`src/rtl/bus_rr_router.sv`:
```
// Multi-bus round-robin packet router: each bus pops its device FIFOs and routes words by ID.
// Latency: pndng sampled at edge t, pop during cycle t+1, push during cycle t+2; 1 word per 3 cycles per bus.
// Backpressure: none downstream; upstream is paced by pop strobes, and a grant is dropped if pndng falls.
// Ports:
//   clk, reset               clock, asynchronous active-high reset
//   pndng / D_pop            per-port FIFO non-empty flag and head word
//   pop                      one-cycle pop strobe to the granted port
//   push / D_push            one-cycle push strobe(s) and routed word (same word on every port of a bus)
//   busy / drop_cnt          bus FSM not idle / saturating count of invalid-ID words
module bus_rr_router #(
  parameter int bits    = 1,
  parameter int drvrs   = 4,
  parameter int pckg_sz = 16,
  parameter int id_w    = 8,
  parameter logic [id_w-1:0] broadcast = 8'hFF
) (
  input  logic                                      clk,
  input  logic                                      reset,
  input  logic [bits-1:0][drvrs-1:0]                pndng,
  input  logic [bits-1:0][drvrs-1:0][pckg_sz-1:0]   D_pop,
  output logic [bits-1:0][drvrs-1:0]                pop,
  output logic [bits-1:0][drvrs-1:0]                push,
  output logic [bits-1:0][drvrs-1:0][pckg_sz-1:0]   D_push,
  output logic [bits-1:0]                           busy,
  output logic [bits-1:0][15:0]                     drop_cnt
);

  localparam int PW = (drvrs > 1) ? $clog2(drvrs) : 1;

  localparam logic [1:0] S_IDLE  = 2'd0;
  localparam logic [1:0] S_GRANT = 2'd1;
  localparam logic [1:0] S_ROUTE = 2'd2;

  for (genvar b = 0; b < bits; b++) begin : g_bus
    logic [1:0]         r_state;
    logic [PW-1:0]      r_ptr;
    logic [PW-1:0]      r_src;
    logic [pckg_sz-1:0] r_word;
    logic [15:0]        r_drop;

    logic               w_any;
    logic [PW-1:0]      w_next;
    int                 w_idx;
    logic [id_w-1:0]    w_id;
    logic               w_valid;
    logic [drvrs-1:0]   w_pop;
    logic [drvrs-1:0]   w_push;

    // Round-robin search: first pending port strictly after the last granted one, wrapping.
    always_comb begin
      w_any  = 1'b0;
      w_next = r_ptr;
      w_idx  = 0;
      for (int i = 1; i <= drvrs; i++) begin
        w_idx = (int'(r_ptr) + i) % drvrs;
        if (!w_any && pndng[b][PW'(w_idx)]) begin
          w_any  = 1'b1;
          w_next = PW'(w_idx);
        end
      end
    end

    assign w_id    = r_word[pckg_sz-1 -: id_w];
    assign w_valid = (int'(w_id) < drvrs) || (w_id == broadcast);

    always_comb begin
      w_pop = '0;
      if (r_state == S_GRANT && pndng[b][r_src]) w_pop[r_src] = 1'b1;
    end

    // Broadcast reaches every port except the source; a unicast may loop back to the source.
    always_comb begin
      w_push = '0;
      if (r_state == S_ROUTE) begin
        if (w_id == broadcast) begin
          w_push        = '1;
          w_push[r_src] = 1'b0;
        end else if (int'(w_id) < drvrs) begin
          w_push[w_id[PW-1:0]] = 1'b1;
        end
      end
    end

    always_ff @(posedge clk or posedge reset) begin
      if (reset) begin
        r_state <= S_IDLE;
        r_ptr   <= PW'(drvrs - 1);
        r_src   <= '0;
        r_word  <= '0;
        r_drop  <= '0;
      end else begin
        case (r_state)
          S_IDLE: begin
            if (w_any) begin
              r_src   <= w_next;
              r_state <= S_GRANT;
            end
          end
          S_GRANT: begin
            // A port that withdrew its request loses the grant without moving the pointer.
            if (pndng[b][r_src]) begin
              r_word  <= D_pop[b][r_src];
              r_ptr   <= r_src;
              r_state <= S_ROUTE;
            end else begin
              r_state <= S_IDLE;
            end
          end
          S_ROUTE: begin
            if (!w_valid && r_drop != 16'hFFFF) r_drop <= r_drop + 16'd1;
            r_state <= S_IDLE;
          end
          default: r_state <= S_IDLE;
        endcase
      end
    end

    assign pop[b]      = w_pop;
    assign push[b]     = w_push;
    assign D_push[b]   = {drvrs{r_word}};
    assign busy[b]     = (r_state != S_IDLE);
    assign drop_cnt[b] = r_drop;
  end

endmodule

```
`config.mk`:
```
export PLATFORM = sky130hd
export DESIGN_NAME = bus_rr_router
export DESIGN_NICKNAME = d
export VERILOG_FILES = /design/src/rtl/bus_rr_router.sv
export SDC_FILE = /design/constraint.sdc
export NUM_CORES = 1
export LEC_CHECK = 0
export ABC_AREA = 1
export ABC_CLOCK_PERIOD_IN_PS = 3700
export CAP_MARGIN = 20
export CELL_PAD_IN_SITES_DETAIL_PLACEMENT = 2
export CELL_PAD_IN_SITES_GLOBAL_PLACEMENT = 2
export CORE_MARGIN = 4
export CORE_UTILIZATION = 21
export CTS_BUF_LIST = sky130_fd_sc_hd__clkbuf_16
export CTS_CLUSTER_DIAMETER = 80
export CTS_CLUSTER_SIZE = 24
export DETAILED_ROUTE_END_ITERATION = 10
export PLACE_DENSITY = 0.95
export SETUP_SLACK_MARGIN = 0.1
export SYNTH_ARGS = -nofsm -noshare
export SYNTH_HDL_FRONTEND = slang
export SYNTH_SLANG_ARGS = --single-unit
```
`constraint.sdc`:
```
create_clock -name clk -period 3.7 [get_ports clk]
set_clock_uncertainty 0.15 [all_clocks]
set_input_delay 0.555 -clock clk [delete_from_list [all_inputs] [get_ports clk]]
set_output_delay 0.555 -clock clk [all_outputs]
set_load 0.01 [all_outputs]
```
# After elaboration in Yosys (flattened, before gate mapping)
# Cells that the tools add are included.
# Widths: inputs -> output; s select.
[word_totals]
register_bits = 38
in_bits = 70
out_inout_bits = 89
wordCells = 77
[op_classes]
n_addsub = 5
order_cmp = 9
eq_ne = 5
mux = 35
bitwise_logic = 1
reduce_logical = 17
[ops]
columns = ["cell", "n"]
rows = [
  ["$bmux 16 s2", 1],
  ["$add 16x1->16 const B", 1],
  ["$lt 2x4->1 const B", 4],
  ["$mux 16", 1],
  ["$mux 4", 4],
  ["$ne 16x16->1 const B", 1],
  ["$mux 1", 15],
  ["$mux 2", 6],
  ["$bmux 1 s2", 5],
  ["$eq 8x8->1 const B", 1],
  ["$lt 8x3->1 const B", 1],
  ["$logic_and 1x1->1", 7],
  ["$lt 2x3->1 const B", 2],
  ["$reduce_and 2->1", 3],
  ["$add 2x1->2 const B", 2],
  ["$add 2x2->2 const B", 2],
  ["$demux 1 s2", 2],
  ["$ge 2x1->1 const B", 2],
  ["$logic_not 1->1", 4],
  ["$not 4->4", 1],
  ["$pmux 2 s2", 1],
  ["$eq 2x1->1 const B", 1],
  ["$eq 2x2->1 const B", 1],
  ["$logic_not 2->1", 1],
  ["other kinds (3)", 3],
]

# Depth between registers and ports, before layout
# Gate-level depths: netlist of run 1.
[logic_depth]
word_depth = 16
depth_mapped = 12
mapped_depth_nobuf = 11

# Worst setup path after synthesis of run 1
# OpenSTA, ideal clock, no wires.
[synth_timing]
kind = "register to output"
start = "reg g_bus[0].r_src[1]"
end = "out pop[0] in the netlist's numbering"
arrival_ns = 1.425
required_ns = 2.995
setup_slack_ns = 1.570
path_stages_with_launch = 8
path_buffers = 2
path_cell_list = "dfrtp_1 buf_4 nor2_8 inv_2 o221ai_4 nand2_4 buf_4 nor2_1"
[synth_rtl]
columns = ["element", "line_no", "rtl"]
rows = [
  ["from (decl)", "37", "logic [PW-1:0] r_src;"],
  ["from (signal assigned)", "95", "r_src <= w_next;"],
  ["to (decl)", "21", "output logic [bits-1:0][drvrs-1:0] pop,"],
]

==> results of run 1 <==
==> power by group through the flow <==
stage,clock network (mW),logic [mW],registers [mW]
CTS,0.423,2.12,0.799
detailed placement,0,2.11,0.801
floorplan,0,1.31,0.747
global route,0.441,2.26,0.825
finish,0.411,2.07,0.791
global placement,0,1.99,0.780
==> registers in the layout, summed over array words and instances (netlist names) <==
signal and flops:
g_bus.r_word 16, g_bus.r_state 2, g_bus.r_src 2, g_bus.r_ptr 2, drop_cnt 16
==> kinds of logic (layout without fill, tap and decap cells) <==
family	count (synthesis)	after routing	share of synthesized area, %
compound gates	21	21	4.580
xor+xnor	8	8	2.353
fa+ha+maj	1	1	0.4201
buf+inv	98	207	19.20
flops	38	38	32.02
simple gates	282	282	41.43
==> placed cells by master (no fill, tap or decap), types with 3 or more instances in the layout <==
cell type	Yosys	layout
a21oi_1	3	3
buf_4	54	6
clkbuf_16	0	5
clkdlybuf4s50_1	0	158
dfrtp_1	36	36
inv_1	30	31
inv_2	4	4
nand2_1	156	156
nand3_1	66	66
nand4_1	19	19
nor2_1	29	29
nor3_1	5	5
o21ai_0	13	13
xnor2_1	4	4
xor2_1	4	4
==> worst max path at each step <==
| stage | start | endpoint | slack (ps) | depth (start not counted) |
|---|---|---|---|---|
| global route | g_bus[0].r_src[1] | pop[0] | 450 | 7 |
| detailed placement | pndng[0] | pop[0] | 600 | 6 |
| CTS | g_bus[0].r_src[1] | pop[0] | 570 | 7 |
| finish | g_bus[0].r_src[1] | pop[0] | 600 | 7 |
| global placement | pndng[2] | pop[3] | 670 | 8 |
| floorplan | g_bus[0].r_src[1] | pop[0] | 1570 | 7 |
==> cell type report <==
class | count | area, µm² | share of cell area, %
Inverter | 35 | 131.4 | 2.902
Tap cell | 180 | 225.2 | 4.975
Sequential cell | 38 | 953.4 | 21.06
Multi-Input combinational cell | 312 | 1453 | 32.09
Clock inverter | 3 | 12.51 | 0.2764
Clock buffer | 5 | 125.1 | 2.764
Timing Repair Buffer | 164 | 1627 | 35.93
==> routing by layer <==
metal / global-route usage [%] / vias up
li1: - / 1611
met1: 17.51 / 1663
met2: 29.83 / 97
met3: 2.676 / 4
met4: 1.640 / 0
met5: 0 / -
==> worst register-to-register path: stages (launching register included) <==
cell	delay, ps
dfrtp_1	490
nand2_1	150
nor2_1	60
nand2_1	150
nand2_1	100
nor2_1	120
nand2_1	340
inv_2	390
nand2_1	80
and2_1	160
==> per-stage QoR <==
stage | instances | worst slack (ps)
after floorplan | 448 | 1570
after global placement | 729 | 672.6
after detailed placement | 729 | 602.8
after CTS | 737 | 566.2
after global routing | 737 | 450.2
final | 737 | 598.3
==> impl_metrics.tcl, run 1 <==
set metrics [dict create \
    overflow 0 \
    vias 3375 \
    met1_length_mm 5.116 \
    die_w_um 127.1 \
    port_buffers 158 \
    switching_share_pct 46.69 \
    path_delay_family "buffers and inverters" \
    cp.required_ps 2990 \
    critPathMaxFanout 23 \
    layout.nets 627 \
    synthTopCellsByCount "nand2_1 (156), nand3_1 (66), buf_4 (54)" \
    tritoncts "yes" \
    p_sw_mw 1.528 \
    r2r-start "g_bus[0].r_word[9]" \
    synth_top_area_share_pct 30.25 \
    drv_cap 0 \
    ys_seq_area_share_pct 32.02 \
    power_frac_comb_pct 63.3 \
    seqPwrFrac_pct 24.2 \
    async_reset_ff_share_pct 100.0 \
    grt_max_degree 39 \
    max_stage_delay_ps 560 \
    netlist_area_um2 2978 \
    post_cts_buffers 0 \
    place_area_um2 4389 \
    syn_area_per_cell_um2 6.647 \
    drive_gt1_share_pct 4.129 \
    dieArea_um2 16150 \
    hp-start "g_bus[0].r_ptr[1]" \
    p_int_mw 1.744 \
    antenna_found_initial 0 \
    vdd_drop_max_mv 0.1974 \
    final.period_utilization_pct 83.83 \
    r2r_cells 9 \
    synth_edf_count 0 \
    grt_pass1_wl_mm 19.93 \
    power.leakage_nw 1.939 \
    clockRootBuffer "clkbuf_16" \
    fillers 1659 \
    cp.arrival_ps 2400 \
    core_um2 13880 \
    dr.pass1.iters 4 \
    wl_per_cell_um 17.23 \
    holdPathStages 2 \
    power.total_mw 3.272 \
    hold_violations 0 \
    ant_nets 0 \
    r2r-end "drop_cnt[3]" \
    design_area_um2 4527 \
    worstPathCellList "nand2_1, inv_2, a21oi_2, o221ai_4, nand2_4, nor2_1, clkdlybuf4s50_1" \
    clock-sinks 38 \
    relSlewSlack_pct 64.30 \
    cts_htree_levels 2 \
    tightest_slew_ps 534.3 \
    hold_path_class "reg2reg" \
    setup_viol 0 \
    drc 0 \
    worst_path_max_delay_cell "clkdlybuf4s50_1" \
    hold_end "g_bus[0].r_ptr[1]" \
    top_layer_used "met4" \
    ys_types 30 \
    grt_pass1_vias 3756 \
    r2r_slack_ps 1390 \
    num_rows 43 \
    rsz0062_at_grt "false" \
    fp.dieH_um 127.1 \
    grt_use_total_pct 15.16 \
    routed-wl-met2_mm 6.967 \
    power-per-cell-area_nw_per_um2 722.8 \
    start_util_pct 21.45 \
    finalHoldWorstSlack_ps 366.6 \
    startpoint_type "register" \
    via_per_inst 4.579 \
    syn_inst 448 \
    synth_area_leaders "dfrtp_1 (30%), nand2_1 (20%), buf_4 (14%)" \
    diodes 0 \
    syn_nets 519 \
    cts_buffers 5 \
    io_pins 159 \
    final_max_slew_viol_count 0 \
    met3_wirelength_um 582 \
    cts_resized 0 \
    initialDrtViolationCount 87 \
    crit_buf_inv 2 \
    min_period_ps 3102 \
    clock_latency_ps 280 \
    cts_buffer_depth 2 \
    ys.warnings.count 0 \
    yosys_register_bits 38 \
    area_delta_synth_final_pct 52.02 \
    cts.clk_slew.worst_paths_ps 60 \
    gp_congestion 0.8709 \
    dp_hpwl_mm 10.35 \
    critical_path_class "reg2out" \
    drt-total-wl_mm 12.70 \
    status "finished, final reports clean" \
    fin_util_pct 32.61 \
    synthFlopType "dfrtp_1" \
    crit_path_end_kind "primary output" \
    synth.most_common_cell "nand2_1" \
    clockPowerShare_pct 12.6 \
    clock.fmax_ghz 0.3224 \
    yosysTopAreaCell "dfrtp_1" \
    cts-hold-fix-buffers 0 \
    totalNegativeSetupSlack_ps 0 \
]
Note: power is estimated with default switching activity, not from simulation.
==> run 2: changes to the inputs <==
ABC_CLOCK_PERIOD_IN_PS = 2800   (was 3700)
CORE_UTILIZATION = 18   (was 21)
PLACE_DENSITY = 0.89   (was 0.95)
clock period = 2.8 ns   (was 3.7 ns; I/O delays follow)
==> run 2 against run 1 <==
  * Die area is 16% higher
  * Clock power grew 78%
  * Power is 39% higher
  * Combinational power increased by 36%
  * Via count rose by 0.36%
  * Register-to-register slack worse by 620 ps
  * Setup slack got worse by 350 ps
  * Final cell count grew 5.7%
  * Routed wire length up 0.95%
  * Hold slack better by 1.4 ps
  * Largest cell class unchanged
  * Highest routed layer unchanged
==> impl_metrics.tcl, run 2 (same netlist as run 1, synthesis figures left out) <==
set metrics [dict create \
    fp.dieH_um 136.6 \
    clockPowerShare_pct 16.1 \
    r2r_slack_ps 770 \
    r2r-end "drop_cnt[3]" \
    wl_per_cell_um 16.45 \
    drive_gt1_share_pct 6.750 \
    drv_cap 0 \
    totalNegativeSetupSlack_ps 0 \
    io_pins 159 \
    worst_path_max_delay_cell "clkdlybuf4s50_1" \
    switching_share_pct 43.99 \
    power_frac_comb_pct 61.9 \
    start_util_pct 18.54 \
    cts_buffers 5 \
    grt_pass1_vias 3754 \
    overflow 0 \
    cts-hold-fix-buffers 0 \
    rsz0062_at_grt "false" \
    dieArea_um2 18670 \
    cts.clk_slew.worst_paths_ps 60 \
    area_delta_synth_final_pct 57.69 \
    port_buffers 158 \
    diodes 0 \
    crit_path_end_kind "primary output" \
    critPathMaxFanout 7 \
    vias 3387 \
    clockRootBuffer "clkbuf_16" \
    grt_use_total_pct 13.49 \
    min_period_ps 2552 \
    cts_htree_levels 2 \
    initialDrtViolationCount 79 \
    status "finished, final reports clean" \
    final_common_cell "nand2_1" \
    critical_path_class "reg2out" \
    clock-sinks 38 \
    hold_path_class "reg2reg" \
    hold_end "g_bus[0].r_ptr[1]" \
    clock_latency_ps 280 \
    grt_max_degree 39 \
    num_rows 46 \
    cp.arrival_ps 1980 \
    power-per-cell-area_nw_per_um2 970.7 \
    clock.fmax_ghz 0.3918 \
    die_w_um 136.6 \
    layout.nets 633 \
    holdPathStages 2 \
    hold_violations 0 \
    fin_util_pct 29.24 \
    final.period_utilization_pct 91.14 \
    fillers 1855 \
    gp_congestion 0.8365 \
    power.leakage_nw 2.073 \
    antenna_found_initial 0 \
    p_int_mw 2.553 \
    core_um2 16060 \
    dp_hpwl_mm 10.78 \
    tritoncts "yes" \
    drc 0 \
    layout_common_cells "nand2_1 (155), clkdlybuf4s50_1 (152), nand3_1 (66), inv_1 (30)" \
    relSlewSlack_pct 63.91 \
    via_per_inst 4.348 \
    dr.pass1.iters 4 \
    r2r_cells 9 \
    finalHoldWorstSlack_ps 368.0 \
    hp-start "g_bus[0].r_ptr[1]" \
    max_stage_delay_ps 590 \
    cts_buffer_depth 2 \
    ant_nets 0 \
    tightest_slew_ps 541.3 \
    grt_pass1_wl_mm 20.13 \
    vdd_drop_max_mv 0.2533 \
    path_delay_family "simple AND/OR/NAND/NOR gates" \
    startpoint_type "register" \
    setup_viol 0 \
    final_max_slew_viol_count 0 \
    fin_cells 779 \
    cp.required_ps 2230 \
    r2r-start "g_bus[0].r_word[11]" \
    path_common_cell "nand2_1" \
    worstPathCellList "nand2_1, nor2_1, nand2_1, nand2_1, nand2_1, nor2_1, clkdlybuf4s50_1" \
    crit_buf_inv 1 \
    seqPwrFrac_pct 22.0 \
    drt-total-wl_mm 12.82 \
    p_sw_mw 2.005 \
    place_inst 769 \
]
## run 2: cell types whose count changed in the layout (fill, tap and decap cells not counted), moves of 2 or more
cell,change
dfrtp_1,-7
dfrtp_2,+7
buf_4,+6
clkdlybuf4s50_1,-6
dlymetal6s2s_1,+5
bufinv_16,+2
## run 2: power groups by stage
| stage | Sequential, mW | Clock (mW) | Combinational, mW |
|---|---|---|---|
| floorplan | 0.987 | 0 | 1.73 |
| global placement | 0.991 | 0 | 2.71 |
| detailed placement | 1.02 | 0 | 2.85 |
| CTS | 1.02 | 0.762 | 2.87 |
| global route | 1.05 | 0.781 | 3.10 |
| finish | 1.00 | 0.733 | 2.82 |
## run 2: what timing repair did
action,4_1_cts,5_1_grt
buffers inserted,1,1
setup endpoints to repair,5,7
pin swaps,1,0
gates resized for setup,9,7
## run 2: per-stage QoR
stage	power (mW)	setup WS (ps)	instance area [µm²]
2_1_floorplan	2.718	804.9	2978
3_3_place_gp	3.696	147.5	4464
4_1_cts	4.654	95.67	4672
6_report	4.558	248.0	4696
3_5_place_dp	3.872	80.62	4464
5_1_grt	4.933	103.2	4696
## run 2: how the worst max path moves through the flow
stage                     cells after the start      end                start  slack (ps)
after floorplan                               7   pop[0]    g_bus[0].r_src[1]         800
after global placement                        6   pop[1]             pndng[0]         150
after detailed placement                      6   pop[1]             pndng[0]          80
after CTS                                     6   pop[1]    g_bus[0].r_src[0]         100
after global routing                          7  push[1]  g_bus[0].r_word[11]         100
final                                         7  push[1]  g_bus[0].r_word[11]         250
## run 2: layout make-up
| type | count | area (µm²) | area share [%] |
|---|---|---|---|
| Tap cell | 216 | 270.3 | 5.755 |
| Timing Repair Buffer | 170 | 1683 | 35.84 |
| Inverter | 35 | 136.4 | 2.904 |
| Clock buffer | 5 | 125.1 | 2.665 |
| Sequential cell | 38 | 962.2 | 20.49 |
| Clock inverter | 3 | 63.81 | 1.359 |
| Multi-Input combinational cell | 312 | 1455 | 30.99 |
## run 2: worst reg2reg max path: cells and delay by family, from the launching register on
| kind | cells | cell delay (ps) |
|---|---|---|
| flip-flops | 1 | 460 |
| AND/OR/NAND/NOR | 8 | 1010 |
| buffers and inverters | 1 | 300 |
## run 2: metal layers
layer	vias up	global-route usage, %	share of wire, %
li1	1625	-	-
met1	1647	15.45	40
met2	104	25.71	53
met3	11	2.647	5.8
met4	0	2.856	1.0
met5	-	0	0
==> run 3: changes to the inputs <==
ABC_CLOCK_PERIOD_IN_PS = default   (was 2800)
CAP_MARGIN = default   (was 20)
CORE_MARGIN = 1.5   (was 4)
==> run 3 against run 2 <==
  * Clock power fell by 24%
  * Maximum frequency fell by 2.1%
  * Die area fell by 7.2%
  * Via count rose by 0.24%
  * Combinational power barely moved
  * Global-route usage rose by 1.2 points
  * Highest routed layer unchanged
  * Sequential share of layout area rose by 0.16 points
  * Register-to-register slack got worse by 60 ps
  * Utilization fell by 0.16 points
  * Largest cell class unchanged
==> impl_metrics.tcl, run 3 (same netlist as run 1, synthesis figures left out) <==
set metrics [dict create \
    drc 0 \
    grt_use_total_pct 14.66 \
    grt_pass1_vias 3836 \
    p_int_mw 2.376 \
    drive_gt1_share_pct 6.726 \
    seqPwrFrac_pct 22.8 \
    hold_violations 0 \
    clock.fmax_ghz 0.3837 \
    tritoncts "yes" \
    layout_common_cells "nand2_1 (156), clkdlybuf4s50_1 (153), nand3_1 (66), inv_1 (30), dfrtp_1 (30)" \
    cts.clk_slew.worst_paths_ps 60 \
    min_period_ps 2606 \
    ant_nets 0 \
    max_stage_delay_ps 540 \
    critPathMaxFanout 5 \
    area_delta_synth_final_pct 56.26 \
    io_pins 159 \
    final.period_utilization_pct 93.08 \
    final_max_slew_viol_count 0 \
    p_sw_mw 2.007 \
    drv_cap 0 \
    crit_path_end_kind "primary output" \
    dr.pass1.iters 4 \
    hold_path_class "reg2reg" \
    rsz0062_at_grt "true" \
    met3_wirelength_um 703 \
    clockRootBuffer "clkbuf_16" \
    fp.dieH_um 131.6 \
    grt_max_degree 39 \
    gp_congestion 0.8304 \
    cts_buffer_depth 2 \
    relSlewSlack_pct 64.02 \
    overflow 0 \
    clockPowerShare_pct 12.7 \
    routed-wl-met2_mm 6.460 \
    setup_viol 0 \
    vdd_drop_max_mv 0.2425 \
    initialDrtViolationCount 109 \
    top_layer_used "met4" \
    cts_htree_levels 2 \
    port_buffers 158 \
    dieArea_um2 17320 \
    r2r_slack_ps 710 \
    cp.arrival_ps 2040 \
    cp.required_ps 2230 \
    power.leakage_nw 2.029 \
    final_common_cell "nand2_1" \
    antenna_found_initial 0 \
    num_rows 46 \
    cts_buffers 5 \
    drt-total-wl_mm 12.46 \
    vias 3395 \
    cts-hold-fix-buffers 0 \
    switching_share_pct 45.79 \
    power-per-cell-area_nw_per_um2 941.9 \
    path_common_cell "nor2_1" \
    startpoint_type "register" \
    die_w_um 131.6 \
    tightest_slew_ps 539.8 \
    power_frac_comb_pct 64.5 \
    fillers 1913 \
    grt_pass1_wl_mm 20.56 \
    worst_path_max_delay_cell "clkdlybuf4s50_1" \
    diodes 0 \
    clock-sinks 38 \
    dp_hpwl_mm 10.37 \
    met1_length_mm 5.231 \
    clock_latency_ps 280 \
    start_util_pct 18.61 \
    critical_path_class "reg2out" \
    core_um2 16000 \
    wl_per_cell_um 15.95 \
    finalHoldWorstSlack_ps 383.9 \
    status "finished, final reports clean" \
    via_per_inst 4.347 \
    layout.nets 635 \
    totalNegativeSetupSlack_ps 0 \
    worstPathCellList "inv_2, nand2_1, nor2_1, a21oi_2, o221ai_4, nand2_4, nor2_1, clkdlybuf4s50_1" \
]
run 3: power by group through the flow:
stage	registers, mW	clock network [mW]	logic (mW)
2_1_floorplan	0.987	0	1.73
3_3_place_gp	0.979	0	2.73
3_5_place_dp	1.01	0	2.86
4_1_cts	1.00	0.574	2.87
5_1_grt	1.04	0.595	3.11
6_report	0.998	0.556	2.83
run 3: worst max-delay path, delay by kind of cell (launching register included):
| kind | cells | cell delay (ps) |
|---|---|---|
| buffers and inverters | 2 | 680 |
| AND/OR/NAND/NOR | 4 | 500 |
| flip-flops | 1 | 420 |
| AO/OA/AOI/OAI | 2 | 140 |
run 3: what timing repair did:
item	in CTS	in global routing
resized for setup	7	6
buffers inserted	0	1
hold endpoints to repair	0	0
pin swaps	0	0
setup endpoints to repair	6	5
run 3: stage by stage:
stage / setup WS [ps] / area, µm² / cells / utilization, % / power, mW
2_1_floorplan: 804.9 / 2978 / 448 / - / 2.718
3_3_place_gp: 154.3 / 4487 / 772 / 28.04 / 3.709
3_5_place_dp: 154.5 / 4487 / 772 / 28.04 / 3.868
4_1_cts: 123.6 / 4633 / 780 / 28.96 / 4.451
5_1_grt: 86.49 / 4653 / 781 / 29.08 / 4.746
6_report: 193.9 / 4653 / 781 / 29.08 / 4.383
run 3: layout make-up:
cell class	instances	area (µm²)	area share, %
Clock buffer	5	125.1	2.689
Clock inverter	3	16.27	0.3496
Inverter	35	136.4	2.931
Multi-Input combinational cell	312	1453	31.22
Sequential cell	38	960.9	20.65
Tap cell	216	270.3	5.808
Timing Repair Buffer	172	1692	36.35
run 3: worst paths after layout:
check                                  start             endpoint  depth (start not counted)
min in group asynchronous              reset         drop_cnt[11]                          3
max in group asynchronous              reset  g_bus[0].r_word[10]                          3
hold / removal             g_bus[0].r_ptr[1]    g_bus[0].r_ptr[1]                          2
setup / recovery           g_bus[0].r_src[0]               pop[0]                          8
hold reg to reg            g_bus[0].r_ptr[1]    g_bus[0].r_ptr[1]                          2
setup reg to reg                 drop_cnt[0]          drop_cnt[3]                          9
run 3: per-layer routing:
metal / global-route usage [%] / vias up
met5: 0 / -
met4: 1.914 / 0
met3: 3.665 / 6
met2: 27.22 / 105
met1: 17.31 / 1656
li1: - / 1628
